==> config.mk <==
export PLATFORM = sky130hd
export DESIGN_NAME = sram_like_arbiter
export DESIGN_NICKNAME = d
export VERILOG_FILES = /design/src/rtl/sram_like_arbiter.sv
export SDC_FILE = /design/constraint.sdc
export NUM_CORES = 1
export LEC_CHECK = 0
export CAP_MARGIN = 20
export CORE_AREA = 2 2 107 109
export DETAILED_ROUTE_END_ITERATION = 8
export DIE_AREA = 0 0 109 111
export GPL_TIMING_DRIVEN = 0
export SYNTH_ARGS = -nofsm -noshare
export SYNTH_HDL_FRONTEND = slang
export SYNTH_SLANG_ARGS = --single-unit
export TNS_END_PERCENT = 100
==> constraint.sdc <==
create_clock -name clk -period 4.6 [get_ports clk]
set_input_delay 0.92 -clock clk [delete_from_list [all_inputs] [get_ports clk]]
set_output_delay 0.92 -clock clk [all_outputs]
set_load 0.01 [all_outputs]
==> src/rtl/sram_like_arbiter.sv <==
// sram_like_arbiter: shares one SRAM-like memory port between the instruction
// fetch requester and the data requester. Only one transaction is outstanding
// at a time. Data normally wins. A run counter forces an instruction grant
// after MAX_DATA_RUN back-to-back data grants while a fetch is waiting. An
// outstanding fetch can be cancelled so that its response is dropped.
module sram_like_arbiter #(
    parameter int MAX_DATA_RUN = 4
) (
    input  logic        clk,
    input  logic        resetn,

    input  logic        inst_req,
    input  logic [31:0] inst_addr,
    input  logic        inst_cancel,
    output logic        inst_addr_ok,
    output logic        inst_data_ok,
    output logic [31:0] inst_rdata,

    input  logic        data_req,
    input  logic        data_wr,
    input  logic [1:0]  data_size,
    input  logic [31:0] data_addr,
    input  logic [31:0] data_wdata,
    output logic        data_addr_ok,
    output logic        data_data_ok,
    output logic [31:0] data_rdata,

    output logic        mem_req,
    output logic        mem_wr,
    output logic [1:0]  mem_size,
    output logic [31:0] mem_addr,
    output logic [31:0] mem_wdata,
    input  logic        mem_addr_ok,
    input  logic        mem_data_ok,
    input  logic [31:0] mem_rdata
);

    localparam int                RUN_W   = $clog2(MAX_DATA_RUN + 1);
    localparam logic [RUN_W-1:0]  RUN_MAX = RUN_W'(MAX_DATA_RUN);

    typedef enum logic [1:0] {
        IDLE = 2'd0,
        ADDR = 2'd1,
        DATA = 2'd2
    } state_t;

    state_t           state_reg;
    logic             owner_reg;   // 0 = inst, 1 = data
    logic             cancel_reg;
    logic [RUN_W-1:0] run_reg;

    logic             grant_data;
    logic             grant_inst;
    logic             sel_data;    // requester whose fields drive the memory port
    logic             drive_req;   // memory port carries a request this cycle

    // Priority decision. Data wins unless a fetch has waited through a full data run.
    always_comb begin
        grant_data = data_req && !(inst_req && (run_reg == RUN_MAX));
        grant_inst = !grant_data && inst_req;
    end

    // Choose whose fields go to memory: the live winner in IDLE, the locked owner in ADDR.
    always_comb begin
        sel_data  = 1'b0;
        drive_req = 1'b0;
        case (state_reg)
            IDLE: begin
                sel_data  = grant_data;
                drive_req = grant_data || grant_inst;
            end
            ADDR: begin
                sel_data  = owner_reg;
                drive_req = 1'b1;
            end
            default: begin
                sel_data  = owner_reg;
                drive_req = 1'b0;
            end
        endcase
    end

    // Memory port fields; zero whenever no request is presented.
    always_comb begin
        mem_req   = drive_req;
        mem_wr    = 1'b0;
        mem_size  = 2'd0;
        mem_addr  = 32'd0;
        mem_wdata = 32'd0;
        if (drive_req) begin
            if (sel_data) begin
                mem_wr    = data_wr;
                mem_size  = data_size;
                mem_addr  = data_addr;
                mem_wdata = data_wdata;
            end else begin
                mem_size  = 2'd2;
                mem_addr  = inst_addr;
            end
        end
    end

    // Handshake fan-back to the requesters; a cancelled fetch never reports data.
    always_comb begin
        inst_addr_ok = drive_req && mem_addr_ok && !sel_data;
        data_addr_ok = drive_req && mem_addr_ok &&  sel_data;
        inst_data_ok = 1'b0;
        data_data_ok = 1'b0;
        if (state_reg == DATA && mem_data_ok) begin
            inst_data_ok = !owner_reg && !cancel_reg && !inst_cancel;
            data_data_ok =  owner_reg;
        end
        inst_rdata = mem_rdata;
        data_rdata = mem_rdata;
    end

    // Transaction FSM with owner, cancel flag and starvation run counter.
    always_ff @(posedge clk) begin
        if (!resetn) begin
            state_reg  <= IDLE;
            owner_reg  <= 1'b0;
            cancel_reg <= 1'b0;
            run_reg    <= '0;
        end else begin
            case (state_reg)
                IDLE: begin
                    if (grant_data || grant_inst) begin
                        owner_reg <= grant_data;
                        if (grant_data && inst_req) begin
                            if (run_reg != RUN_MAX) begin
                                run_reg <= run_reg + 1'b1;
                            end
                        end else begin
                            run_reg <= '0;
                        end
                        state_reg <= mem_addr_ok ? DATA : ADDR;
                    end
                end
                ADDR: begin
                    // The address phase cannot be retracted, so a cancel only marks the response.
                    if (inst_cancel && !owner_reg) begin
                        cancel_reg <= 1'b1;
                    end
                    if (mem_addr_ok) begin
                        state_reg <= DATA;
                    end
                end
                DATA: begin
                    if (mem_data_ok) begin
                        cancel_reg <= 1'b0;
                        state_reg  <= IDLE;
                    end else if (inst_cancel && !owner_reg) begin
                        cancel_reg <= 1'b1;
                    end
                end
                default: begin
                    state_reg <= IDLE;
                end
            endcase
        end
    end

endmodule

# Yosys cells after proc, flatten, opt, wreduce, memory -nomap -nowiden
# Cells that the tools add are included.
# word_totals
register_bits	7
mem_bits_ro	0
wordCells	58
ramBits	0
memories	0
out_inout_bits	136
inputBits	138
latch_bits	0
# classes
div	0
reduce_logical	23
n_eq_ne	8
bitwise	0
shift	0
n_addsub	1
n_mul	0
muxes	22
order_cmp	0
# ops
op	count
$mux 32	4
$mux 2	6
$logic_and 1x1->1	11
$mux 1	7
$logic_not 1->1	6
$mux 3	2
$ne 2x2->1 const B	3
$pmux 2 s3	1
$reduce_and 3->1	2
$pmux 1 s2	2
$add 3x1->3 const B	1
$eq 3x3->1 const B	1
$ne 3x3->1 const B	1
$eq 2x1->1 const B	1
$eq 2x2->1 const B	1
$logic_not 2->1	1
$ne 2x1->1 const B	1
$reduce_and 2->1	1
$reduce_bool 2->1	1
$logic_or 1x1->1	1

# Depth between registers and ports, before layout
# Gate-level depths: netlist (run 1).
# depth
depth_word	10
mapped_depth	9
ltp_nobuf	6

# Worst setup path before layout (run 1)
# OpenSTA, ideal clock, no wires.
# synth_timing
kind	input port to output port
startpoint	input data_req
endpoint	output mem_wdata[23]
required_time_ns	3.680
stages	6
t_arrival_ns	1.748
path_slack_ns	1.932
path_buffers	2
cell_sequence	o21ai_2 and2b_1 buf_6 inv_8 buf_8 and3_1
# synth_between
elab_chain_cells	6
word_cells_on_any_way	8
cone_classes	4 x mux; 4 x reduce/logical
# synth_lines
item	line_no	text
start: declaration	19	input logic data_req,
$logic_and 1x1->1 *	59	grant_data = data_req && !(inst_req && (run_reg == RUN_MAX));
$logic_not 1->1	60	grant_inst = !grant_data && inst_req;
$logic_and 1x1->1	60	
$logic_or 1x1->1 *	70	drive_req = grant_data || grant_inst;
$pmux 1 s2 *	67	case (state_reg)
via mem_req	28	output logic mem_req,
$mux 32 *	90	if (drive_req) begin
end: declaration	32	output logic [31:0] mem_wdata,
# Mark *: on every way through the listed nets, which the timed path passes. The rest lies on a longest branch.

# Worst setup path after layout (run 1)
# layout_timing
startpoint	input inst_req
endpoint	output mem_addr[4]
# layout_between
elab_chain_cells	8
word_cells_on_any_way	10
cone_classes	4 x mux; 6 x reduce/logical
# layout_lines
item	line_no	text
start: declaration	12	input logic inst_req,
$logic_and 1x1->1	59	
$logic_not 1->1	59	
$logic_and 1x1->1	59	
$logic_not 1->1	60	
$logic_and 1x1->1	60	
$logic_or 1x1->1	70	
$pmux 1 s2	67	
$mux 32 *	90	
end: declaration	31	output logic [31:0] mem_addr,
# Mark *: on every way between the ends. The rest lies on a longest branch, timed or not.

==> results of run 1 <==
[worst max-delay path by stage]
stage             start       endpoint  slack (ps)
2_1_floorplan  data_req  mem_wdata[23]        1930
4_1_cts        inst_req    mem_addr[4]         500
3_3_place_gp   inst_req    mem_addr[4]         560
5_1_grt        inst_req    mem_addr[0]         370
6_report       inst_req    mem_addr[4]         540
3_5_place_dp   inst_req   mem_addr[29]         520
[final cells by class]
class,instances,share of cell area
inverters,7,0.00751
clock buffers,4,0.0175
repair buffers,240,0.534
multi-input cells,175,0.230
well taps,143,0.0398
plain buffers,88,0.140
flip-flops and latches,7,0.0312
[synth_stat cells, drive strengths merged]
library cell and n:
buf 77, and3 34, nand3 34, o21ai 33, a21oi 32, clkbuf 11, dfxtp 7, inv 7
nand2 7, ha 5, nor2 4, nor3b 3, a31oi 2, mux2i 2, nor3 2, o211ai 2
a211oi 1, a21boi 1, a21o 1, a221oi 1, and2b 1, and4 1, mux2 1, nand4 1
nor2b 1, nor4 1, o21a 1, o22ai 1, o32ai 1, xnor2 1, xor2 1
[routing by layer]
metal,vias up,track usage
li1,1396,-
met1,1252,0.157
met2,138,0.275
met3,2,0.0253
met4,0,0.0154
met5,-,0
[critical path, stage by stage]
cell	delay, ps
clkdlybuf4s50_1	510
nand4_1	320
clkbuf_1	410
nand3_1	130
a21oi_1	250
clkdlybuf4s50_1	580
[power groups by stage]
stage	Combinational (uW)	Sequential, uW	Clock [uW]
floorplan	351	73.6	0
global placement	756	74.5	0
detailed placement	764	75.0	0
CTS	768	74.0	152
global route	815	75.1	156
finish	762	74.0	152
[cells by family (layout without fill, tap and decap cells)]
| group | count (synthesis) | after routing |
|---|---|---|
| adders and majority gates | 5 | 5 |
| and+or+nand+nor | 89 | 89 |
| DFF | 7 | 7 |
| AOI/OAI and AO/OA | 76 | 76 |
| xor gates and xnor gates | 2 | 2 |
| muxes | 3 | 3 |
| buffers and inverters | 95 | 339 |
[through the flow]
step	instances	hold WS, ps	total power, uW	instance area (um^2)
2_1_floorplan	277	452	425	1840
3_3_place_gp	660	475	831	4420
3_5_place_dp	660	480	839	4420
4_1_cts	664	488	994	4500
5_1_grt	664	510	1050	4500
6_report	664	485	988	4500
==> reports/metrics.yaml, run 1 <==
clkTransAtPathRegs_ps: 40
p_switching_uw: 362
first_pass_iters: 6
die_area_um2: 12100
die_w_um: 109
clk_root_buffer_cell: "clkbuf_16"
layout_min_cycle_time_ps: 4060
fillCellCount: 1129
grt_start_max_net_pins: 11
fmax_mhz: 247
dr.max_layer_used: "met4"
wl_met1_um: 3560
placeableCoreArea_um2: 11100
nets: 665
place_hpwl_um: 8070
mostFrequentLayoutCell: "clkdlybuf4s50_1"
areaGrowthSynthToFinish_pct: 145
diodes: 0
cts_resized: 0
crit-reg2reg-capture: "owner_reg"
post-cts-setup-buffer-count: 0
hold_buffers: 0
wl_met3_um: 872
ff2ff_setup_slack_ps: 3020
synth_area_um2: 1840
syn-instance-count: 277
p_clk_frac: 0.154
synth_top_family_by_area: "buffers and inverters"
synth_top_area_share: 0.262
setup_viol_count_final: 0
cellPowerDensity_nw_per_um2: 220
syn_nets: 420
cts.sinks: 7
rows: 39
drc: 0
cts-buffers-inserted: 3
synthMuxAreaShare: 0.0238
detail_route.iter0.violations: 81
crit_fanout: 10
synth_compound_area_frac: 0.223
clk_latency_ps: 230
start_util: 0.166
multi_input_area_um2: 1030
route.met2.wl_um: 5020
relSlewSlack: 0.685
drive_above_1_share: 0.175
port-buffer-count: 240
r2r-start: "state_reg[0]"
min_to: "cancel_reg"
cp-end-kind: "output port"
gp_congestion: 0.758
tritoncts: "built"
vias_per_cell: 4.20
fp.dieH_um: 111
combPwrFrac: 0.771
synth_xor_area_frac: 0.00954
period_share: 0.882
final_antenna_net_count: 0
status: "finished clean"
reg2reg_depth: 6
tightest_slew_ps: 473
clk_path_buf_depth: 2
hold_depth: 2
rsz0062_at_grt: "no"
p_int_uw: 625
start_kind: "primary input"
path_class: "primary input to output port"
seq_area_frac_synth: 0.0763
synth_largest_area_cell: "buf_4"
ys_ff_latch: 7
pin_count: 274
fin_setup_tns_ps: 0
yosys-top-cells-area: "buf_4 26%, and3_1 12%, nand3_1 9.3%"
first_global_vias: 2599
drv_cap: 0
seqCellArea_um2: 140
p_leak_uw: 0.00188
pre_cts_slack_ps: 522
irDropWorstVdd_mv: 0.179
post_drt_wl_per_cell_um: 14.3
fin_util: 0.406
hold_viol_final: 0
slew_viol_final: 0
arrival_ps: 3140
htreeDepth: 1
skew_ps: 1.80
required_ps: 3680
p_seq_frac: 0.075
synth-adder-area-share: 0.0341
synth-simple-area-share: 0.272
syn_avg_cell_area_um2: 6.63
grt_pass1_wl_um: 13500
final_cell_mix: "240 x clkdlybuf4s50_1, 64 x buf_4, 34 x nand3_1, 34 x and3_1, 32 x a21oi_1"
largest_reg_flops: 3
grt.overflow.total: 0
antenna_found_initial: 0
grt_usage: 0.140
netSwitchingFraction: 0.367
synth_cell_types: 40
yosysWarnings: 0
hold_path.startpoint: "cancel_reg"
setup_slack_ps: 545
routed_wl_um: 9470
vias: 2788
hp-class: "register to register"
Note: power is estimated with default switching activity, not from simulation.
==> inputs of run 2 (changes only) <==
--- a/config.mk
+++ b/config.mk
@@ -5,6 +5,7 @@
 export SDC_FILE = /design/constraint.sdc
 export NUM_CORES = 1
 export LEC_CHECK = 0
+export ABC_CLOCK_PERIOD_IN_PS = 4600
 export CAP_MARGIN = 20
 export CORE_AREA = 2 2 107 109
 export DETAILED_ROUTE_END_ITERATION = 8
==> results of run 2 <==
Final layout, timing and power as in run 1 (identical DEF).
==> inputs of run 3 (changes only) <==
--- a/config.mk
+++ b/config.mk
@@ -11,6 +11,7 @@
 export DETAILED_ROUTE_END_ITERATION = 8
 export DIE_AREA = 0 0 109 111
 export GPL_TIMING_DRIVEN = 0
+export SKIP_LAST_GASP = 1
 export SYNTH_ARGS = -nofsm -noshare
 export SYNTH_HDL_FRONTEND = slang
 export SYNTH_SLANG_ARGS = --single-unit
==> results of run 3 <==
Final layout, timing and power as in run 1 (identical DEF).
